--- src/rtl/ctrl_pkg.sv ---
// Shared types and encodings for the RV32 multi-cycle controller.
// Opcode map, FSM states, operand/immediate selects.
package ctrl_pkg;

  typedef enum logic [2:0] {
    S_FETCH,
    S_DECODE,
    S_EXECUTE,
    S_MEM,
    S_WB,
    S_TRAP
  } state_e;

  typedef enum logic [3:0] {
    OC_R,
    OC_IALU,
    OC_LOAD,
    OC_STORE,
    OC_BRANCH,
    OC_JAL,
    OC_JALR,
    OC_LUI,
    OC_AUIPC,
    OC_UNKNOWN
  } op_class_e;

  typedef enum logic [2:0] {
    IMM_NONE,
    IMM_I,
    IMM_S,
    IMM_B,
    IMM_U,
    IMM_J
  } imm_type_e;

  localparam logic [6:0] OPC_LUI    = 7'b0110111;
  localparam logic [6:0] OPC_AUIPC  = 7'b0010111;
  localparam logic [6:0] OPC_JAL    = 7'b1101111;
  localparam logic [6:0] OPC_JALR   = 7'b1100111;
  localparam logic [6:0] OPC_BRANCH = 7'b1100011;
  localparam logic [6:0] OPC_LOAD   = 7'b0000011;
  localparam logic [6:0] OPC_STORE  = 7'b0100011;
  localparam logic [6:0] OPC_IALU   = 7'b0010011;
  localparam logic [6:0] OPC_R      = 7'b0110011;

  localparam logic [1:0] PC_PLUS4 = 2'd0;
  localparam logic [1:0] PC_TGT   = 2'd1;
  localparam logic [1:0] PC_JALR  = 2'd2;

  localparam logic [1:0] WB_ALU = 2'd0;
  localparam logic [1:0] WB_MEM = 2'd1;
  localparam logic [1:0] WB_PC4 = 2'd2;

  // Operand B is the immediate for everything but reg-reg ops and compares.
  function automatic logic uses_imm(op_class_e c);
    unique case (c)
      OC_IALU, OC_LOAD, OC_STORE,
      OC_JAL, OC_JALR, OC_LUI,
      OC_AUIPC: uses_imm = 1'b1;
      default:  uses_imm = 1'b0;
    endcase
  endfunction

endpackage

--- src/rtl/rv32_op_classifier.sv ---
// Combinational opcode classifier: instr[6:0] to op class
// and immediate format for the immediate generator.
module rv32_op_classifier
  import ctrl_pkg::*;
(
  input  logic [6:0] opcode,
  output op_class_e  op_class,
  output imm_type_e  imm_type
);

  always_comb begin
    op_class = OC_UNKNOWN;
    imm_type = IMM_NONE;
    unique case (opcode)
      OPC_R: begin
        op_class = OC_R;
        imm_type = IMM_NONE;
      end
      OPC_IALU: begin
        op_class = OC_IALU;
        imm_type = IMM_I;
      end
      OPC_LOAD: begin
        op_class = OC_LOAD;
        imm_type = IMM_I;
      end
      OPC_STORE: begin
        op_class = OC_STORE;
        imm_type = IMM_S;
      end
      OPC_BRANCH: begin
        op_class = OC_BRANCH;
        imm_type = IMM_B;
      end
      OPC_JAL: begin
        op_class = OC_JAL;
        imm_type = IMM_J;
      end
      OPC_JALR: begin
        op_class = OC_JALR;
        imm_type = IMM_I;
      end
      OPC_LUI: begin
        op_class = OC_LUI;
        imm_type = IMM_U;
      end
      OPC_AUIPC: begin
        op_class = OC_AUIPC;
        imm_type = IMM_U;
      end
      default: begin
        op_class = OC_UNKNOWN;
        imm_type = IMM_NONE;
      end
    endcase
  end

endmodule

--- src/rtl/rv32_mc_ctrl.sv ---
// Multi-cycle RV32 control FSM: fetch/decode/execute/mem/wb.
// Define CTRL_ILLEGAL_TRAP_EN to trap on unknown opcodes.
module rv32_mc_ctrl
  import ctrl_pkg::*;
#(
  parameter int CNT_W = 32
) (
  input  logic             clk,
  input  logic             rst,
  input  logic [31:0]      instr,
  input  logic             branch_taken,
  output logic             imem_req,
  input  logic             imem_ack,
  output logic             dmem_req,
  output logic             dmem_we,
  input  logic             dmem_ack,
  output logic             ir_we,
  output logic             pc_we,
  output logic [1:0]       pc_src,
  output logic             reg_we,
  output logic [1:0]       wb_sel,
  output logic             alu_src_b,
  output logic [2:0]       imm_sel,
  output logic             illegal,
  output logic [CNT_W-1:0] instret
);

  state_e           state_q, state_d;
  op_class_e        class_q, class_d;
  imm_type_e        imm_q, imm_d;
  op_class_e        dec_class;
  imm_type_e        dec_imm;
  logic [CNT_W-1:0] instret_q, instret_d;
  logic             rd_nz;
  logic             unused_instr;

  assign unused_instr = ^instr[31:12];
  assign rd_nz = |instr[11:7];

  rv32_op_classifier u_cls (
    .opcode   (instr[6:0]),
    .op_class (dec_class),
    .imm_type (dec_imm)
  );

  always_ff @(posedge clk or posedge rst) begin
    if (rst) begin
      state_q   <= S_FETCH;
      class_q   <= OC_UNKNOWN;
      imm_q     <= IMM_NONE;
      instret_q <= '0;
    end else begin
      state_q   <= state_d;
      class_q   <= class_d;
      imm_q     <= imm_d;
      instret_q <= instret_d;
    end
  end

  always_comb begin
    state_d = state_q;
    unique case (state_q)
      S_FETCH:
        if (imem_ack) state_d = S_DECODE;
      S_DECODE:
`ifdef CTRL_ILLEGAL_TRAP_EN
        state_d = (dec_class == OC_UNKNOWN)
                ? S_TRAP : S_EXECUTE;
`else
        state_d = S_EXECUTE;
`endif
      S_EXECUTE:
        unique case (class_q)
          OC_LOAD, OC_STORE: state_d = S_MEM;
          OC_BRANCH:         state_d = S_FETCH;
          default:           state_d = S_WB;
        endcase
      S_MEM:
        if (dmem_ack)
          state_d = (class_q == OC_LOAD)
                  ? S_WB : S_FETCH;
      S_WB:   state_d = S_FETCH;
      S_TRAP: state_d = S_TRAP;
      default: state_d = S_FETCH;
    endcase
  end

  // Class is captured once in DECODE; later outputs never look at instr[6:0].
  assign class_d = (state_q == S_DECODE) ? dec_class : class_q;
  assign imm_d   = (state_q == S_DECODE) ? dec_imm : imm_q;

  always_comb begin
    imem_req  = 1'b0;
    dmem_req  = 1'b0;
    dmem_we   = 1'b0;
    ir_we     = 1'b0;
    pc_we     = 1'b0;
    pc_src    = PC_PLUS4;
    reg_we    = 1'b0;
    wb_sel    = WB_ALU;
    alu_src_b = 1'b0;
    imm_sel   = IMM_NONE;
    if (!rst) begin
      unique case (state_q)
        S_FETCH: begin
          imem_req = 1'b1;
          ir_we    = imem_ack;
        end
        S_EXECUTE: begin
          imm_sel   = imm_q;
          alu_src_b = uses_imm(class_q);
          if (class_q == OC_BRANCH) begin
            pc_we  = 1'b1;
            pc_src = branch_taken ? PC_TGT : PC_PLUS4;
          end
        end
        S_MEM: begin
          dmem_req = 1'b1;
          dmem_we  = (class_q == OC_STORE);
          pc_we    = dmem_ack && (class_q == OC_STORE);
        end
        S_WB: begin
          reg_we = rd_nz && (class_q != OC_UNKNOWN);
          pc_we  = 1'b1;
          unique case (class_q)
            OC_LOAD: wb_sel = WB_MEM;
            OC_JAL: begin
              wb_sel = WB_PC4;
              pc_src = PC_TGT;
            end
            OC_JALR: begin
              wb_sel = WB_PC4;
              pc_src = PC_JALR;
            end
            default: wb_sel = WB_ALU;
          endcase
        end
        default: ;
      endcase
    end
  end

  // Every retirement coincides with exactly one PC update.
  assign instret_d = instret_q
                   + {{(CNT_W-1){1'b0}}, pc_we};
  assign instret   = instret_q;

`ifdef CTRL_ILLEGAL_TRAP_EN
  logic illegal_q, illegal_d;

  assign illegal_d = illegal_q
                   | ((state_q == S_DECODE)
                   && (dec_class == OC_UNKNOWN));

  always_ff @(posedge clk or posedge rst) begin
    if (rst) illegal_q <= 1'b0;
    else     illegal_q <= illegal_d;
  end

  assign illegal = illegal_q;
`else
  assign illegal = 1'b0;
`endif

endmodule

--- config.mk ---
export PLATFORM = sky130hd
export DESIGN_NAME = rv32_mc_ctrl
export DESIGN_NICKNAME = d
export VERILOG_FILES = /design/src/rtl/ctrl_pkg.sv /design/src/rtl/rv32_op_classifier.sv /design/src/rtl/rv32_mc_ctrl.sv
export SDC_FILE = /design/constraint.sdc
export NUM_CORES = 1
export LEC_CHECK = 0
export BUFFER_PORTS_ARGS = -buffer_cell sky130_fd_sc_hd__clkbuf_2
export CAP_MARGIN = 20
export CORE_ASPECT_RATIO = 0.5
export CORE_MARGIN = 3
export CORE_UTILIZATION = 45
export CTS_CLUSTER_DIAMETER = 100
export DETAILED_ROUTE_END_ITERATION = 12
export GPL_ROUTABILITY_DRIVEN = 0
export HOLD_SLACK_MARGIN = 0.08
export MAX_ROUTING_LAYER = met4
export PLACE_DENSITY = 0.8
export SLEW_MARGIN = 5
export SYNTH_ARGS = -nofsm -noshare
export SYNTH_HDL_FRONTEND = slang
export SYNTH_SLANG_ARGS = --single-unit
export TNS_END_PERCENT = 30
--- constraint.sdc ---
create_clock -name clk -period 3.6 [get_ports clk]
set_input_delay 0.18 -clock clk [delete_from_list [all_inputs] [get_ports clk]]
set_output_delay 0.18 -clock clk [all_outputs]
set_load 0.02 [all_outputs]
=== Word level (Yosys, flattened, before mapping) ===
Index checks and enable logic that the tools add are counted.
W data, S select, Z words.

* $add $sub $neg: 1
* Multiply operators: 0
* Div/mod/pow operators: 0
* $lt $le $gt $ge: 0
* Eq/ne operators: 25
* Shift operators: 0
* Mux-type cells: 33
* Bitwise gates (word level): 0
* Reductions and logical operators: 10

{| class="wikitable"
|+ Operators with widths
! operator !! number
|-
| $pmux W4 S9 || 1
|-
| $add A32 B1 Y32 || 1
|-
| $pmux W3 S5 || 2
|-
| $eq A7 B6 Y1 const B || 3
|-
| $eq A7 B7 Y1 const B || 3
|-
| $mux W1 || 17
|-
| $eq A4 B3 Y1 const B || 4
|-
| $mux W3 || 5
|-
| $eq A7 B5 Y1 const B || 2
|-
| $pmux W2 S2 || 3
|-
| $eq A4 B2 Y1 const B || 2
|-
| $eq A7 B2 Y1 const B || 1
|-
| $reduce_or A7 Y1 || 1
|-
| $eq A3 B2 Y1 const B || 2
|-
| $eq A3 B3 Y1 const B || 2
|-
| $mux W2 || 3
|-
| $pmux W3 S2 || 1
|-
| $reduce_or A2 Y1 || 3
|-
| $reduce_or A5 Y1 || 1
|-
| $eq A4 B1 Y1 const B || 1
|-
| $eq A4 B4 Y1 const B || 1
|-
| $ne A2 B2 Y1 const B || 2
|-
| $ne A4 B4 Y1 const B || 1
|-
| $eq A3 B1 Y1 const B || 1
|-
| other kinds (5) || 6
|}

* Flip-flop bits (word level): 42
* Bits in latches: 0
* Bits in writable memories: 0
* ROM bits: 0
* Input bits: 37
* Output and inout bits: 47
* Word-level logic and storage cells: 73
* Memories kept: 0

=== Logic depth before layout (Yosys ltp) ===
Gate-level depths: netlist of run 1.

* Depth after elaboration: 5
* Mapped depth: 11
* Depth with buffers taken out: 10

=== By module ===
A second synthesis of run 1 with hierarchy kept.

* Cell total of the unflattened synthesis: 233
* Area total of the unflattened synthesis: 2329.7 sq um

{| class="wikitable"
|+ By module, submodules not included
! module !! times used !! cells each !! area an instance (sq um) !! seq. area each (sq um)
|-
| rv32_mc_ctrl || 1 || 203 || 2135.8 || 1053.5
|-
| rv32_op_classifier || 1 || 30 || 193.9 || 0.0
|}

=== Worst setup path before layout of run 1 ===
OpenSTA, ideal clock, no wires.

* Path kind: register to register
* Start point: reg state_q[1]
* End point: reg instret_q[30], in the netlist instret[30]
* Library setup time: 0.129 ns
* Arrival: 2.942 ns
* Required time: 3.471 ns
* Slack: 0.529 ns
* Stages on the path, launching flop included: 12
* Buffers on the path: 1
* Period minus slack after synthesis: 3.071 ns
* Path through: dfrtp_1 buf_2 inv_1 nor4_1 nand4_1 a21oi_1 ha_1 ha_1 nand2_1 nor4_4 nand4_1 xnor2_1

* Cells in the longest elaborated chain, start to end: 4
* Elaborated cells on any way between the ends: 6
* Those cells by class: 1 x add/sub; 3 x eq/ne; 2 x mux

{| class="wikitable"
|+ Ends and longest elaborated chain
! what !! line !! text
|-
| from (decl) || rv32_mc_ctrl.sv:28 || <nowiki>state_e state_q, state_d;</nowiki>
|-
| from (signal assigned) || rv32_mc_ctrl.sv:53 || <nowiki>state_q <= state_d;</nowiki>
|-
| $eq A3 B3 Y1 or $eq A3 B2 Y1 (tied branches) || rv32_mc_ctrl.sv:104 || <nowiki>unique case (state_q)</nowiki>
|-
| $pmux W1 S3 * || rv32_mc_ctrl.sv:104 ||
|-
| $mux W1 * || rv32_mc_ctrl.sv:103 || <nowiki>if (!rst) begin</nowiki>
|-
| net pc_we || rv32_mc_ctrl.sv:18 || <nowiki>output logic pc_we,</nowiki>
|-
| $add A32 B1 Y32 * || rv32_mc_ctrl.sv:145 || <nowiki>+ {{(CNT_W-1){1'b0}}, pc_we};</nowiki>
|-
| net instret_d[30] || rv32_mc_ctrl.sv:33 || <nowiki>logic [CNT_W-1:0] instret_q, instret_d;</nowiki>
|-
| to (signal assigned) || rv32_mc_ctrl.sv:56 || <nowiki>instret_q <= instret_d;</nowiki>
|-
| to (decl) || rv32_mc_ctrl.sv:33 ||
|}

Mark *: on every way through the listed nets, which the timed path passes. The rest lies on a longest branch.
A chain may end at the register's enable or synchronous reset.

=== Worst setup path in the final report of run 1 ===
* Start point: reg class_q[2]
* End point: reg instret_q[22], in the netlist instret[22]

* Cells in the longest elaborated chain, start to end: 5
* Elaborated cells on any way between the ends: 7
* Those cells by class: 1 x add/sub; 2 x eq/ne; 3 x mux; 1 x reduce/logical

{| class="wikitable"
|+ Ends and longest elaborated chain
! what !! line !! text
|-
| from (decl) || rv32_mc_ctrl.sv:29 || <nowiki>op_class_e class_q, class_d;</nowiki>
|-
| from (signal assigned) || rv32_mc_ctrl.sv:54 || <nowiki>class_q <= class_d;</nowiki>
|-
| $eq A4 B3 Y1 or $eq A4 B2 Y1 (tied branches) || rv32_mc_ctrl.sv:112, rv32_mc_ctrl.sv:120 ||
|-
| $mux W1 or $logic_and A1 B1 Y1 (tied branches) || rv32_mc_ctrl.sv:112, rv32_mc_ctrl.sv:120 ||
|-
| $pmux W1 S3 * || rv32_mc_ctrl.sv:104 ||
|-
| $mux W1 * || rv32_mc_ctrl.sv:103 ||
|-
| $add A32 B1 Y32 * || rv32_mc_ctrl.sv:145 ||
|-
| net instret_d[22] || rv32_mc_ctrl.sv:33 ||
|}

Marked as above.

==> run summary, run 1 <==
run status - finished, final reports clean
CTS Sinks - 42
largest cells by area after synthesis - dfrtp_1 (44%), xnor2_1 (9.6%), nand3_1 (3.1%)
Core Area - 4637 um^2
Max Clock Skew - 10.52 ps
fillers - 420
H-tree depth - 2
delay-heaviest family, CP - simple AND/OR/NAND/NOR gates
fin crit period - 2970 ps
async set-reset flop share out of synthesis - 1.000
count leader, synth - dfrtp_1
EDFF count, synth - 0
layout cells sized above 1 - 0.2780
CP Data Required Time - 3780 ps
Least-Margin Pin Slew - 636.9 ps
hold endpoint - state_q[1]
die height - 56.37 um
fmax - 336.7 MHz
Initial Util - 0.4924
Leak - 1.341 nW
CTS buffer count - 5
Final #Nets - 333
syn_nets - 272
sequential area share after synthesis - 0.4614
period utilisation layout - 0.8249
Ys Warns - 0
Slew Limit Headroom - 0.5722
Post-CTS Setup Repair Bufs - 0
Cells after Synth - 233
first-pass GRT wire length - 8.397 mm
# rows - 17
min-delay worst type - input pin to flop
Final Hold Fails - 0
I/O pin count - 84
Yosys top cell by area - dfrtp_1
final core utilization - 0.5920
Final setup viols - 0
total vias in the final route - 1892
Hold Path Stages - 2
flop2flop setup slack - 630 ps
Reg clk slew, reported paths - 90 ps
CP Capture Type - flop
worst flop-to-flop path startpoint - class_q[2]
post-synthesis register bit count - 42
Mapped Area - 2283 um^2
Post-Syn Area per Cell - 9.800 um^2
Post-synth top cells - dfrtp_1 (40), xnor2_1 (25), nand2_1 (17)
vias in the first global route - 1819
Worst R2R Path Depth - 11
antenna viol nets, final - 0
Critical Path Start Type - flop
clock latency on the worst-skew pair - 290 ps
Area growth, synth to finish - 20.22%
RR Endpoint - instret[22]
Setup TNS - 0 ps
Power Density - 438.2 nW/um^2
RSZ-0062 raised after global routing - no
post-synth top area share - 0.4384
total die area - 6017 um^2
largest net degree at the start of global routing - 44
hpwl dp - 3.635 mm
data arrival time of the critical path - 3150 ps
Die Wd - 106.7 um
Post-route DRC - 0
initial drt markers - 89
clock buffer depth - 2
Top FF cell, synth - dfrtp_1
IO buf count - 62
CTS Root Cell - clkbuf_8
WL per Instance - 13.44 um
vias per inst - 5.241
final wirelength - 4.851 mm
VDD IR max - 0.1646 mV
critical path peak fanout - 10
hold_sp - dmem_ack
diode count - 0
WS Path Type - flop to flop
critical-path cell with the highest stage delay - or3b_2
gr usage total - 0.1752
crit-path cells - or3b_2 > nor3_1 > o21bai_1 > a21oi_1 > ha_1 > ha_1 > nand2_1 > nor4_4 > buf_4 > nand4_1 > xnor2_1
crit-path max cell delay - 500 ps
Max Cap Viol - 0
initial antenna violation count - 0
synth unique cells - 42
TritonRoute pass-1 iters - 6
GRT overflow - 0
Final Max Tran Viols - 0
CTS tree - done
Crit path top cell by count - ha_1
Buf+Inv Stages, Crit Path - 1
[kinds of logic (layout without fill, tap and decap cells)]
family                     Yosys count  in the layout  synth area share
and+or+nand+nor                    108            108            0.2844
DFF                                 42             42            0.4614
AOI/OAI and AO/OA                   31             31           0.08658
xor gates and xnor gates            31             31            0.1189
buffers and inverters               17             79           0.03179
adders and majority gates            2              2           0.01096
other                                1              1          0.001642
muxes                                1              1          0.004384
[sequential cells by signal (all words and copies together), names as in the netlist]
name,flops
state_q,3
class_q,4
imm_q,3
instret,32
[where the power goes]
| group | internal (W) | leakage, nW | switching (W) | total (W) |
|---|---|---|---|---|
| Sequential | 0.000527 | 0.571 | 0.0000949 | 0.000622 |
| Clock | 0.000136 | 0.0441 | 0.000167 | 0.000303 |
| Combinational | 0.000108 | 0.726 | 0.000170 | 0.000278 |
[metal layers]
metal / global-route usage / vias up / wire length, um
met5: - / - / 0
met1: 0.2068 / 898 / 2121
met4: 0.05647 / 0 / 93
li1: - / 943 / -
met3: 0.03559 / 12 / 167
met2: 0.3032 / 39 / 2469
[how the worst max path moves through the flow]
stage	end	slack, ps	start	depth (start not counted)
final	instret[22]	630	class_q[2]	11
after global routing	instret[28]	420	class_q[2]	11
after CTS	instret[18]	650	class_q[2]	11
after detailed placement	instret[18]	660	class_q[2]	11
after global placement	instret[18]	740	state_q[1]	12
after floorplan	instret[30]	530	state_q[1]	11
[placed cells by master (no fill, tap or decap), types with 3 or more instances in the layout]
cell type  count
nor2b_1        3
and4_1         5
clkbuf_2      62
nand2_1       17
inv_1          5
xnor2_1       25
and2_1         7
nor3_1         7
and3_1         4
o21ai_0        7
xor2_1         6
nor2_1        14
nand3_1       14
nand2b_1      10
nand4_1       11
buf_4          3
nor4_1         4
a21oi_1       10
nor4b_1        4
dfrtp_1       40
clkbuf_8       5
[metrics by stage]
step	cell area, um^2	setup slack (ps)	instances	total power (W)	hold slack [ps]
floorplan	2283	529.3	233	0.0008199	293.7
global placement	2645	740.8	352	0.0008938	391.5
detailed placement	2645	657.4	352	0.0009067	401.5
CTS	2745	649.2	361	0.001215	125.7
global route	2745	419.9	361	0.001287	132.4
finish	2745	630.3	361	0.001203	145.0
[layout make-up]
type                            instances  area [um^2]  area share
Timing Repair Buffer                   66        342.8      0.1249
Sequential cell                        42         1054      0.3838
Tap cell                               66        82.58     0.03008
Clock buffer                            5        68.82     0.02507
Inverter                                5        18.77    0.006837
Clock inverter                          3        21.27    0.007748
Multi-Input combinational cell        174         1157      0.4216
[repair_timing]
action / 4_1_cts / 5_1_grt
hold buffers: 1 / 0
gates resized for setup: 0 / 0
hold endpoints to repair: 22 / 0
(Power assumes the default switching activity.)
==> inputs of run 2 (changes only) <==
==> constraint.sdc (replaced) <==
create_clock -name clk -period 2.9 [get_ports clk]
set_input_delay 0.145 -clock clk [delete_from_list [all_inputs] [get_ports clk]]
set_output_delay 0.145 -clock clk [all_outputs]
set_load 0.02 [all_outputs]
==> run 2 against run 1 <==
  * Combinational power grew 48%
  * Sequential power grew 18%
  * Wire length grew 1.8%
  * Clock skew shrank 0.88 ps
  * Critical endpoint is now instret[18]
==> run summary, run 2 (synthesis results as in run 1) <==
Initial Util - 0.4924
final wirelength - 4.938 mm
CTS hold repair buffers - 2
CP Data Required Time - 3090 ps
Area growth, synth to finish - 22.41%
most frequent cells in the layout - clkbuf_2 (62), dfrtp_1 (40), xnor2_1 (25)
Final setup viols - 0
Final #Nets - 338
initial drt markers - 58
Crit. Startpoint - class_q[1]
clock latency on the worst-skew pair - 300 ps
fillers - 417
Max Used Layer - met4
gr usage total - 0.1739
Power Density - 547.0 nW/um^2
Max Clock Skew - 9.640 ps
Least-Margin Pin Slew - 528.6 ps
GRT overflow - 0
vias in the first global route - 1846
period utilisation layout - 0.9348
clock buffer depth - 2
WL per Instance - 13.49 um
largest net degree at the start of global routing - 43
met3 wire length - 189 um
layout cells sized above 1 - 0.2933
CTS Root Cell - clkbuf_8
hpwl dp - 3.665 mm
CTS buffer count - 5
fmax - 368.9 MHz
Slew Limit Headroom - 0.6476
Min Hold Slack - 122.9 ps
total die area - 6017 um^2
first-pass GRT wire length - 8.211 mm
commonest non-fill, non-tap cell in the layout - clkbuf_2
hold_sp - instr[0]
RSZ-0062 raised after global routing - no
critical path peak fanout - 10
die height - 56.37 um
Largest register FFs - 32
WL met1 - 2.192 mm
# rows - 17
IO buf count - 62
CTS Sinks - 42
Post-route DRC - 0
total vias in the final route - 1946
vias per inst - 5.317
cts repair resizes - 0
area of the multi-input gates - 1167 um^2
VDD IR max - 0.2391 mV
I/O pin count - 84
WS Path Type - flop to flop
CP Capture Type - flop
FF/Latch Area - 1054 um^2
Post-CTS Setup Repair Bufs - 0
Max Cap Viol - 0
Leak - 1.367 nW
run status - finished, final reports clean
data arrival time of the critical path - 2900 ps
metal2 WL - 2.488 mm
Reg clk slew, reported paths - 80 ps
min-delay worst type - input pin to flop
fin crit period - 2711 ps
Setup TNS - 0 ps
diode count - 0
antenna viol nets, final - 0
CTS tree - done
Die Wd - 106.7 um
initial antenna violation count - 0
worst flop-to-flop path startpoint - class_q[1]
Core Area - 4637 um^2
H-tree depth - 2
Final Max Tran Viols - 0
TritonRoute pass-1 iters - 4
Critical Path Start Type - flop
Final Hold Fails - 0
## run 2: cell count changes in the layout (fill, tap and decap cells not counted), sizes merged
cell / before / now
buf: 3 / 7
dlygate4sd3: 1 / 2
## run 2: stage by stage
stage | cells | cell area (um^2) | util | setup WS, ps | power (W)
2_1_floorplan | 233 | 2293 | - | 80.79 | 0.001022
4_1_cts | 366 | 2795 | 0.6028 | 175.6 | 0.001542
3_3_place_gp | 356 | 2685 | 0.5791 | 258.6 | 0.001141
3_5_place_dp | 356 | 2685 | 0.5791 | 186.4 | 0.001156
6_report | 366 | 2795 | 0.6028 | 189.0 | 0.001529
5_1_grt | 366 | 2795 | 0.6028 | 17.89 | 0.001627
## run 2: path summary, 6_finish.rpt
| check | slack, ps | cells past startpoint | endpoint |
|---|---|---|---|
| setup / recovery | 190 | 11 | instret[18] |
| hold / removal | 120 | 3 | imm_q[2] |
| setup reg to reg | 190 | 11 | instret[18] |
| hold reg to reg | 470 | 1 | instret[31] |
| max in group asynchronous | 1920 | 4 | class_q[0] |
| min in group asynchronous | 610 | 4 | class_q[2] |
## run 2: area by class of cell
cell class                      count  share of cell area
Clock buffer                        5             0.02462
Clock inverter                      3            0.007610
Inverter                            5            0.006714
Multi-Input combinational cell    174              0.4176
Sequential cell                    42              0.3769
Tap cell                           66             0.02954
Timing Repair Buffer               71              0.1370
## run 2: worst max-delay path, stage by stage, from the launching register on
cell and delay (ps):
dfrtp_1 430, or3b_2 520, nor3_1 150, o21bai_1 90, a21oi_2 170, ha_1 240, ha_1 250, nand2_1 120
nor4_4 140, buf_4 220, nand4_1 120, xnor2_1 150
## run 2: layer usage
metal,vias up,global-route usage
met1,945,0.1974
li1,953,-
met4,0,0.06375
met5,-,-
met2,41,0.3059
met3,7,0.03674
## run 2: where the power goes
part	internal, W	leakage, nW	switching [W]
sequential	0.000655	0.571	0.0000803
clock	0.000169	0.0441	0.000213
combinational	0.000155	0.751	0.000256
total	0.000979	1.37	0.000549
==> inputs of run 3 (changes only) <==
--- a/config.mk
+++ b/config.mk
@@ -16,6 +16,7 @@
 export HOLD_SLACK_MARGIN = 0.08
 export MAX_ROUTING_LAYER = met4
 export PLACE_DENSITY = 0.8
+export SETUP_SLACK_MARGIN = 0.4
 export SLEW_MARGIN = 5
 export SYNTH_ARGS = -nofsm -noshare
 export SYNTH_HDL_FRONTEND = slang
==> run 3 against run 2 <==
  * Flip-flop and latch count unchanged
  * Fmax is 9.2% higher
  * Register-to-register slack improved by 230 ps
  * Critical path type unchanged
  * Clock power increased by 1%
  * Clock skew is 2.2 ps lower
  * Via count is 2.4% higher
  * Power up 3.8%
  * Cell area up 3.8%
  * Final cell count is 1.4% higher
==> run summary, run 3 (synthesis results as in run 1) <==
run status - finished, final reports clean
H-tree depth - 2
Worst R2R Path Depth - 11
first-pass GRT wire length - 8.576 mm
min-delay worst type - input pin to asynchronous set/reset pin
Reg clk slew, reported paths - 90 ps
Core Area - 4637 um^2
worst flop-to-flop path startpoint - class_q[2]
layout cells sized above 1 - 0.3344
Initial Util - 0.4924
vias per inst - 5.372
Largest register FFs - 32
vias in the first global route - 1883
Design Power - 0.001587 W
Setup TNS - 0 ps
antenna viol nets, final - 0
diode count - 0
Min Hold Slack - 94.11 ps
CTS buffer count - 5
Least-Margin Pin Slew - 513.5 ps
Final Hold Fails - 0
design area - 2900 um^2
Final setup viols - 0
Power Density - 547.1 nW/um^2
CP Capture Type - flop
Die Wd - 106.7 um
IO buf count - 62
CP Data Required Time - 3090 ps
WS Path Type - flop to flop
Area growth, synth to finish - 27.01%
total vias in the final route - 1993
fin crit period - 2483 ps
Final Max Tran Viols - 0
critical path peak fanout - 5
total die area - 6017 um^2
Slew Limit Headroom - 0.6577
Max Clock Skew - 7.424 ps
I/O pin count - 84
CTS Root Cell - clkbuf_8
area post-placement - 2721 um^2
period utilisation layout - 0.8561
CTS tree - done
Crit. Startpoint - class_q[2]
fmax - 402.8 MHz
RSZ-0062 raised after global routing - yes
Post-route DRC - 0
most frequent cells in the layout - clkbuf_2 (62), dfrtp_1 (38), xnor2_1 (25)
Max Cap Viol - 0
# rows - 17
Critical Path Start Type - flop
CTS hold repair buffers - 0
Leak - 1.422 nW
GRT overflow - 0
clock latency on the worst-skew pair - 300 ps
commonest non-fill, non-tap cell in the layout - clkbuf_2
clock buffer depth - 2
hpwl dp - 3.913 mm
data arrival time of the critical path - 2670 ps
WL per Instance - 14.65 um
initial drt markers - 74
Final #Nets - 343
CTS Sinks - 42
flop2flop setup slack - 420 ps
initial antenna violation count - 0
TritonRoute pass-1 iters - 4
gr usage total - 0.1806
final wirelength - 5.436 mm
VDD IR max - 0.2407 mV
die height - 56.37 um
worst setup path endpoint - instret[30]
RR Endpoint - instret[30]
largest net degree at the start of global routing - 43
-- run 3: cell count changes in the layout (fill, tap and decap cells not counted), moves of 2 or more --
cell           change
buf_4              +6
dfrtp_1            -2
dfrtp_2            +2
dlygate4sd3_1      -2
ha_1               -2
ha_4               +2
-- run 3: where the power goes --
part / switching, W / internal, W
clock network: 0.000217 / 0.000169
registers: 0.0000928 / 0.000656
logic: 0.000276 / 0.000175
-- run 3: cell type report --
| cell class | instances | area [um^2] |
|---|---|---|
| Timing Repair Buffer | 76 | 419.2 |
| Fill cell | 409 | 1737 |
| Sequential cell | 42 | 1056 |
| Tap cell | 66 | 82.58 |
| Clock inverter | 3 | 21.27 |
| Multi-Input combinational cell | 174 | 1234 |
| Clock buffer | 5 | 68.82 |
| Inverter | 5 | 18.77 |
-- run 3: timing repair --
action                     in CTS  in global routing
pin swaps                       0                  7
setup endpoints to repair      15                 20
hold endpoints to repair        0                  0
cloned                          0                  1
setup buffers                   0                  8
resized for setup               1                  6
-- run 3: worst min-delay path by stage --
stage / startpoint / end / slack, ps / depth (start not counted)
2_1_floorplan: dmem_ack / state_q[1] / 260 / 1
3_3_place_gp: dmem_ack / state_q[1] / 400 / 2
3_5_place_dp: rst / imm_q[2] / 430 / 3
4_1_cts: dmem_ack / state_q[1] / 90 / 2
5_1_grt: dmem_ack / state_q[1] / 110 / 2
6_report: rst / instret[7] / 90 / 3
-- run 3: metal layers --
layer | vias up | routed length [um] | track usage
met1 | 965 | 2422 | 0.2135
met3 | 8 | 209 | 0.03559
li1 | 967 | - | -
met4 | 0 | 91 | 0.05464
met5 | - | 0 | -
met2 | 53 | 2714 | 0.3148
-- run 3: metrics by stage --
step / std cells / utilization / setup slack, ps
finish: 371 / 0.6255 / 417.3
global route: 371 / 0.6255 / 302.5
CTS: 362 / 0.6066 / 436.8
detailed placement: 354 / 0.5869 / 376.6
global placement: 354 / 0.5869 / 435.2
floorplan: 233 / - / 385.3
-- run 3: worst max-delay path: stages (launching register included) --
cell      delay, ps
dfrtp_2         420
or3b_4          420
nor3_4          140
o21bai_2        130
a21oi_4         170
ha_4            180
ha_4            160
nand2_4          50
nor4_4          260
buf_6           170
nand4_1         120
xnor2_1         150
